File: src/rtl/mic_frame_sequencer.sv
// mic_frame_sequencer: captures ADC frames on strobe edges, buffers them, and serialises samples onto a valid/ready stream.
// Optional MIC_SEQ_DROP_CNT_EN adds a saturating dropped-frame counter output.
module mic_frame_sequencer #(
    parameter int NUM_CH      = 6,
    parameter int DATA_W      = 16,
    parameter int DEPTH       = 8,
    parameter int SYNC_STAGES = 2
) (
    input  logic                     clk_clk,
    input  logic                     reset_reset_n,
    input  logic                     clk_for_data,
    input  logic [NUM_CH*DATA_W-1:0] ch_data,
    input  logic                     enable,
    output logic [DATA_W-1:0]        out_data,
    output logic [2:0]               out_ch,
    output logic                     out_sof,
    output logic                     out_valid,
    input  logic                     out_ready,
    output logic [$clog2(DEPTH):0]   fifo_level,
    output logic                     overflow,
    input  logic                     clr_overflow
`ifdef MIC_SEQ_DROP_CNT_EN
    ,
    output logic [15:0]              drop_cnt
`endif
);
    localparam int AW = $clog2(DEPTH);
    localparam logic [2:0] LAST = 3'(NUM_CH - 1);
    localparam logic [0:0] IDLE = 1'b0, SEND = 1'b1;

    logic [SYNC_STAGES-1:0]   sync_q;
    logic                     edge_q;
    logic [AW:0]              wr_ptr, rd_ptr;
    logic [NUM_CH*DATA_W-1:0] mem [DEPTH];
    logic [NUM_CH*DATA_W-1:0] frame_q;
    logic [0:0]               state;
    logic                     hs, last, pop, cap, push, drop;

    assign fifo_level = wr_ptr - rd_ptr;
    assign out_valid  = state == SEND;
    assign hs         = out_valid & out_ready;
    assign last       = out_ch == LAST;
    assign pop        = (fifo_level != '0) & ((state == IDLE) | (hs & last));
    assign cap        = edge_q & enable;
    // level never exceeds DEPTH, so its MSB alone marks a full FIFO
    assign push       = cap & (~fifo_level[AW] | pop);
    assign drop       = cap & ~push;
    assign out_data   = frame_q[out_ch*DATA_W +: DATA_W];

    always_ff @(posedge clk_clk)
        if (push) mem[wr_ptr[AW-1:0]] <= ch_data;

    always_ff @(posedge clk_clk or negedge reset_reset_n) begin
        if (!reset_reset_n) begin
            sync_q   <= '0;
            edge_q   <= 1'b0;
            wr_ptr   <= '0;
            rd_ptr   <= '0;
            frame_q  <= '0;
            out_ch   <= 3'd0;
            out_sof  <= 1'b0;
            state    <= IDLE;
            overflow <= 1'b0;
        end else begin
            sync_q   <= {sync_q[SYNC_STAGES-2:0], clk_for_data};
            edge_q   <= sync_q[SYNC_STAGES-2] & ~sync_q[SYNC_STAGES-1];
            overflow <= drop | (overflow & ~clr_overflow);
            if (push) wr_ptr <= wr_ptr + 1'b1;
            if (pop) begin
                rd_ptr  <= rd_ptr + 1'b1;
                frame_q <= mem[rd_ptr[AW-1:0]];
                out_ch  <= 3'd0;
                out_sof <= 1'b1;
                state   <= SEND;
            end else if (hs & last) begin
                state   <= IDLE;
            end else if (hs) begin
                out_ch  <= out_ch + 3'd1;
                out_sof <= 1'b0;
            end
        end
    end

`ifdef MIC_SEQ_DROP_CNT_EN
    always_ff @(posedge clk_clk or negedge reset_reset_n) begin
        if (!reset_reset_n) drop_cnt <= 16'd0;
        else drop_cnt <= clr_overflow ? {15'd0, drop} : (drop & ~&drop_cnt) ? drop_cnt + 16'd1 : drop_cnt;
    end
`endif
endmodule

File: config.mk
export PLATFORM = sky130hd
export DESIGN_NAME = mic_frame_sequencer
export DESIGN_NICKNAME = d
export VERILOG_FILES = /design/src/rtl/mic_frame_sequencer.sv
export SDC_FILE = /design/constraint.sdc
export NUM_CORES = 1
export LEC_CHECK = 0
export ABC_AREA = 0
export CORE_MARGIN = 10
export CORE_UTILIZATION = 25
export DETAILED_ROUTE_END_ITERATION = 8
export SETUP_SLACK_MARGIN = 0.4
export SLEW_MARGIN = 30
export SYNTH_ARGS = -nofsm -noshare
export SYNTH_HDL_FRONTEND = slang
export SYNTH_SLANG_ARGS = --single-unit
File: constraint.sdc
create_clock -name clk_clk -period 12.4 [get_ports clk_clk]
set_input_delay 1.86 -clock clk_clk [delete_from_list [all_inputs] [get_ports clk_clk]]
set_output_delay 1.86 -clock clk_clk [all_outputs]
set_load 0.005 [all_outputs]
==> summary.md <==
| Metric | Value |
|---|---|
| Met1 Usage GRT | 13.5% |
| Finish-stage setup viols | 0 |
| Total CTS buffers | 88 |
| Worst setup SP type | flip-flop |
| Syn Area/Cell | 22.8 um^2 |
| Slew HR | 34.4% |
| Synth async-reset ratio | 12.8% |
| Vias per cell | 4.37 |
| Crit Path Category | flip-flop to output port |
| R2r setup slk | 7.84 ns |
| Die width | 390 um |
| Routed WL | 79600 um |
| Flops & latches, synth | 881 |
| Gate power share | 24.7% |
| Synth top area share | 67.5% |
| Internal power | 6.21 mW |
| Seq/Total Area, Yosys | 75.8% |
| Grt met3 use | 3.25% |
| Final Cycle Share | 42.6% |
| Sw Ratio | 28.0% |
| Share of layout cells above drive strength 1 | 34.0% |
| Number of global-route vias before repair | 16053 |
| First-pass GRT wire length | 116000 um |
| Skew final | 0.0267 ns |
| Clk slew on worst S/H paths | 0.06 ns |
| Area after DPL | 37500 um^2 |
| CTS max path bufs | 3 |
| RSZ-0062 raised after global routing | no |
| Transition time at the pin with the least slew margin | 0.984 ns |
| Final instance area | 40600 um^2 |
| Core area | 136000 um^2 |
| Detailed Routing Iterations Pass 1 | 5 |
| Number of synthesized flops with an enable pin | 768 |
| Worst-skew pair later-pin latency | 0.66 ns |
| H-Tree Depth | 3 |
| Cell Rows | 135 |
| Slew Limit Fails | 0 |
| # DRC | 0 |
| Largest area contributor in the netlist | edfxtp_1 |
| Clock sink count | 881 |
| Initial antenna violation count | 33 |
| Main synth FF type | edfxtp_1 |
| Syn Std Cell Area | 34100 um^2 |
| CP arrival | 3.43 ns |
| Gr busiest metal | met2 |
| PwrDens | 212 nW/um^2 |
| Postcts setup bufs | 0 |
| CTS tree | done |
| Top area cells in the synthesized netlist | edfxtp_1, mux4_2, dfrtp_1 |
| CTS hold repair buffers | 0 |
| Drt initial violations | 1485 |
| Final hold violation count | 0 |
| Path type of the worst min-delay path | flip-flop to flip-flop |
| Status | finished clean |
| CP required | 10.54 ns |
| Highest Clock Rate | 189 MHz |
| Worst Path Max Fanout | 39 |
| DP HPWL | 48300 um |
| Num ports | 128 |
| Reported leakage power | 12.8 nW |
| Starting Density | 25.2% |
| Maximum VDD drop | 0.000122 V |
| Syn nets | 1607 |
| Total power | 8.62 mW |
| Nets | 1772 |
| Net Switching | 2.41 mW |
| Global Route Usage Sum | 10.3% |
| Syn. warnings | 0 |
| GRT overflow | 0 |
| CTS resizes | 0 |
| Avg WL per Cell | 22.6 um |
| RePlAce Congestion | 0.725 |
| Synth cell types | 46 |
| Endpoint class of the critical path | output port |
| Min Tclk post-route | 5.29 ns |
| P&R area growth vs syn | 18.9% |
| Clock share of power | 31.8% |
| Routed vias | 15399 |
| Seq pwr share | 43.4% |
| Number of routed nets with antenna violations | 0 |
| Die height | 390 um |
| Synth Instances | 1497 |
| # port buffers | 127 |
| Pin count of the biggest net entering global routing | 98 |
| GR Util met2 | 16.5% |
| Max Cap Viol | 0 |
| Die area | 152000 um^2 |
| CTS root buffer | clkbuf_16 |
==> cells in the final DEF (no fill, tap or decap), types with 3 or more instances in the layout <==
cell / netlist / final
clkinv_1: 0 / 8
clkinvlp_4: 0 / 9
bufinv_16: 0 / 11
mux4_2: 208 / 208
o22ai_1: 18 / 18
dfrtp_1: 113 / 108
nand2_1: 12 / 12
clkbuf_8: 0 / 6
clkbuf_1: 37 / 15
clkdlybuf4s50_1: 0 / 126
mux2i_1: 17 / 17
clkinv_4: 0 / 4
o21ai_0: 5 / 5
nor3_2: 1 / 3
mux2_2: 193 / 193
ha_1: 7 / 7
edfxtp_1: 768 / 768
clkbuf_16: 0 / 88
clkinv_2: 0 / 17
dfrtp_4: 0 / 3
buf_6: 18 / 9
xor2_1: 3 / 3
xnor2_1: 4 / 4
a32o_1: 3 / 3
diode_2: 0 / 5
inv_1: 25 / 25
buf_4: 3 / 18
inv_6: 0 / 3
nand3_1: 5 / 5
==> Yosys cell counts (2+ instances only) <==
| library cell | instances |
|---|---|
| ha_1 | 7 |
| nor4_1 | 2 |
| inv_1 | 25 |
| xnor2_1 | 4 |
| buf_4 | 3 |
| nor4b_1 | 2 |
| o21ai_0 | 5 |
| and3b_1 | 2 |
| nor3_1 | 3 |
| buf_1 | 6 |
| o22ai_1 | 18 |
| nand2_1 | 12 |
| clkbuf_1 | 37 |
| edfxtp_1 | 768 |
| dfrtp_1 | 113 |
| nand3b_1 | 2 |
| nand4b_1 | 2 |
| xor2_1 | 3 |
| mux2i_1 | 17 |
| buf_6 | 18 |
| a32o_1 | 3 |
| nand3_1 | 5 |
| mux2_2 | 193 |
| a21oi_1 | 2 |
| mux4_2 | 208 |
| buf_2 | 17 |
==> stage by stage <==
stage | instances | worst slack (ns) | hold WS [ns] | util [%] | TNS [ns]
detailed placement | 3352 | 7.01 | 0.362 | 27.7 | 0
global route | 3519 | 6.82 | 0.401 | 29.9 | 0
floorplan | 1497 | -0.631 | 0.347 | - | -121.14
CTS | 3518 | 6.73 | 0.376 | 29.9 | 0
finish | 3524 | 7.11 | 0.369 | 29.9 | 0
global placement | 3352 | 6.99 | 0.360 | 27.6 | 0
==> power by group through the flow <==
stage / clock (mW) / sequential (mW) / combinational [mW]
finish: 2.74 / 3.74 / 2.13
global route: 2.93 / 3.78 / 2.29
CTS: 2.80 / 3.75 / 2.17
detailed placement: 0 / 3.81 / 2.16
global placement: 0 / 3.80 / 2.13
floorplan: 0 / 3.66 / 1.52
==> critical path, cell delays in order, from the launching register on <==
cell and delay (ns):
dfrtp_4 0.95, inv_1 0.23, ha_1 0.35, and3b_1 0.19, o21ai_1 0.36, nand2_1 0.18
clkdlybuf4s50_1 0.51
==> layer usage <==
metal  vias to the layer above  routed length (um)
met5                         -                 146
met3                       128                6520
met2                       449               37800
met1                      8224               33600
li1                       6574                   -
met4                        24                1560
==> path summary, 6_finish.rpt <==
check                                   start  depth (start not counted)       endpoint
worst max-delay path                rd_ptr[1]                          6  fifo_level[3]
worst min-delay path                sync_q[0]                          0      sync_q[1]
worst max register to register      rd_ptr[1]                          9     mem[6][29]
worst min register to register      sync_q[0]                          0      sync_q[1]
max in group asynchronous       reset_reset_n                          2      rd_ptr[0]
min in group asynchronous       reset_reset_n                          1         edge_q
==> logic make-up after synthesis <==
group,Yosys count,share of synthesized area (%)
AO/OA/AOI/OAI,37,0.766
XOR/XNOR,7,0.180
adder cells (fa/ha/maj),8,0.315
buffers and inverters,106,1.66
flip-flops,881,75.8
multiplexers,418,20.6
AND/OR/NAND/NOR,40,0.682
==> flip-flops by register name, summed over array words and instances, names as in the netlist <==
signal	flops
edge_q	1
out_sof	1
frame_q	96
out_ch	3
wr_ptr	4
mem	768
sync_q	2
rd_ptr	4
overflow	1
out_valid	1
==> final cells by class <==
cell class / count / area, um^2
multi-input combinational: 510 / 7750
sequential: 881 / 25900
timing repair buffer: 156 / 1570
clock buffer: 109 / 2340
inverter: 25 / 93.8
fill: 12945 / 95100
clock inverter: 57 / 686
antenna: 5 / 12.5
tap: 1781 / 2230
No activity file was read; power rests on OpenSTA's default activity.
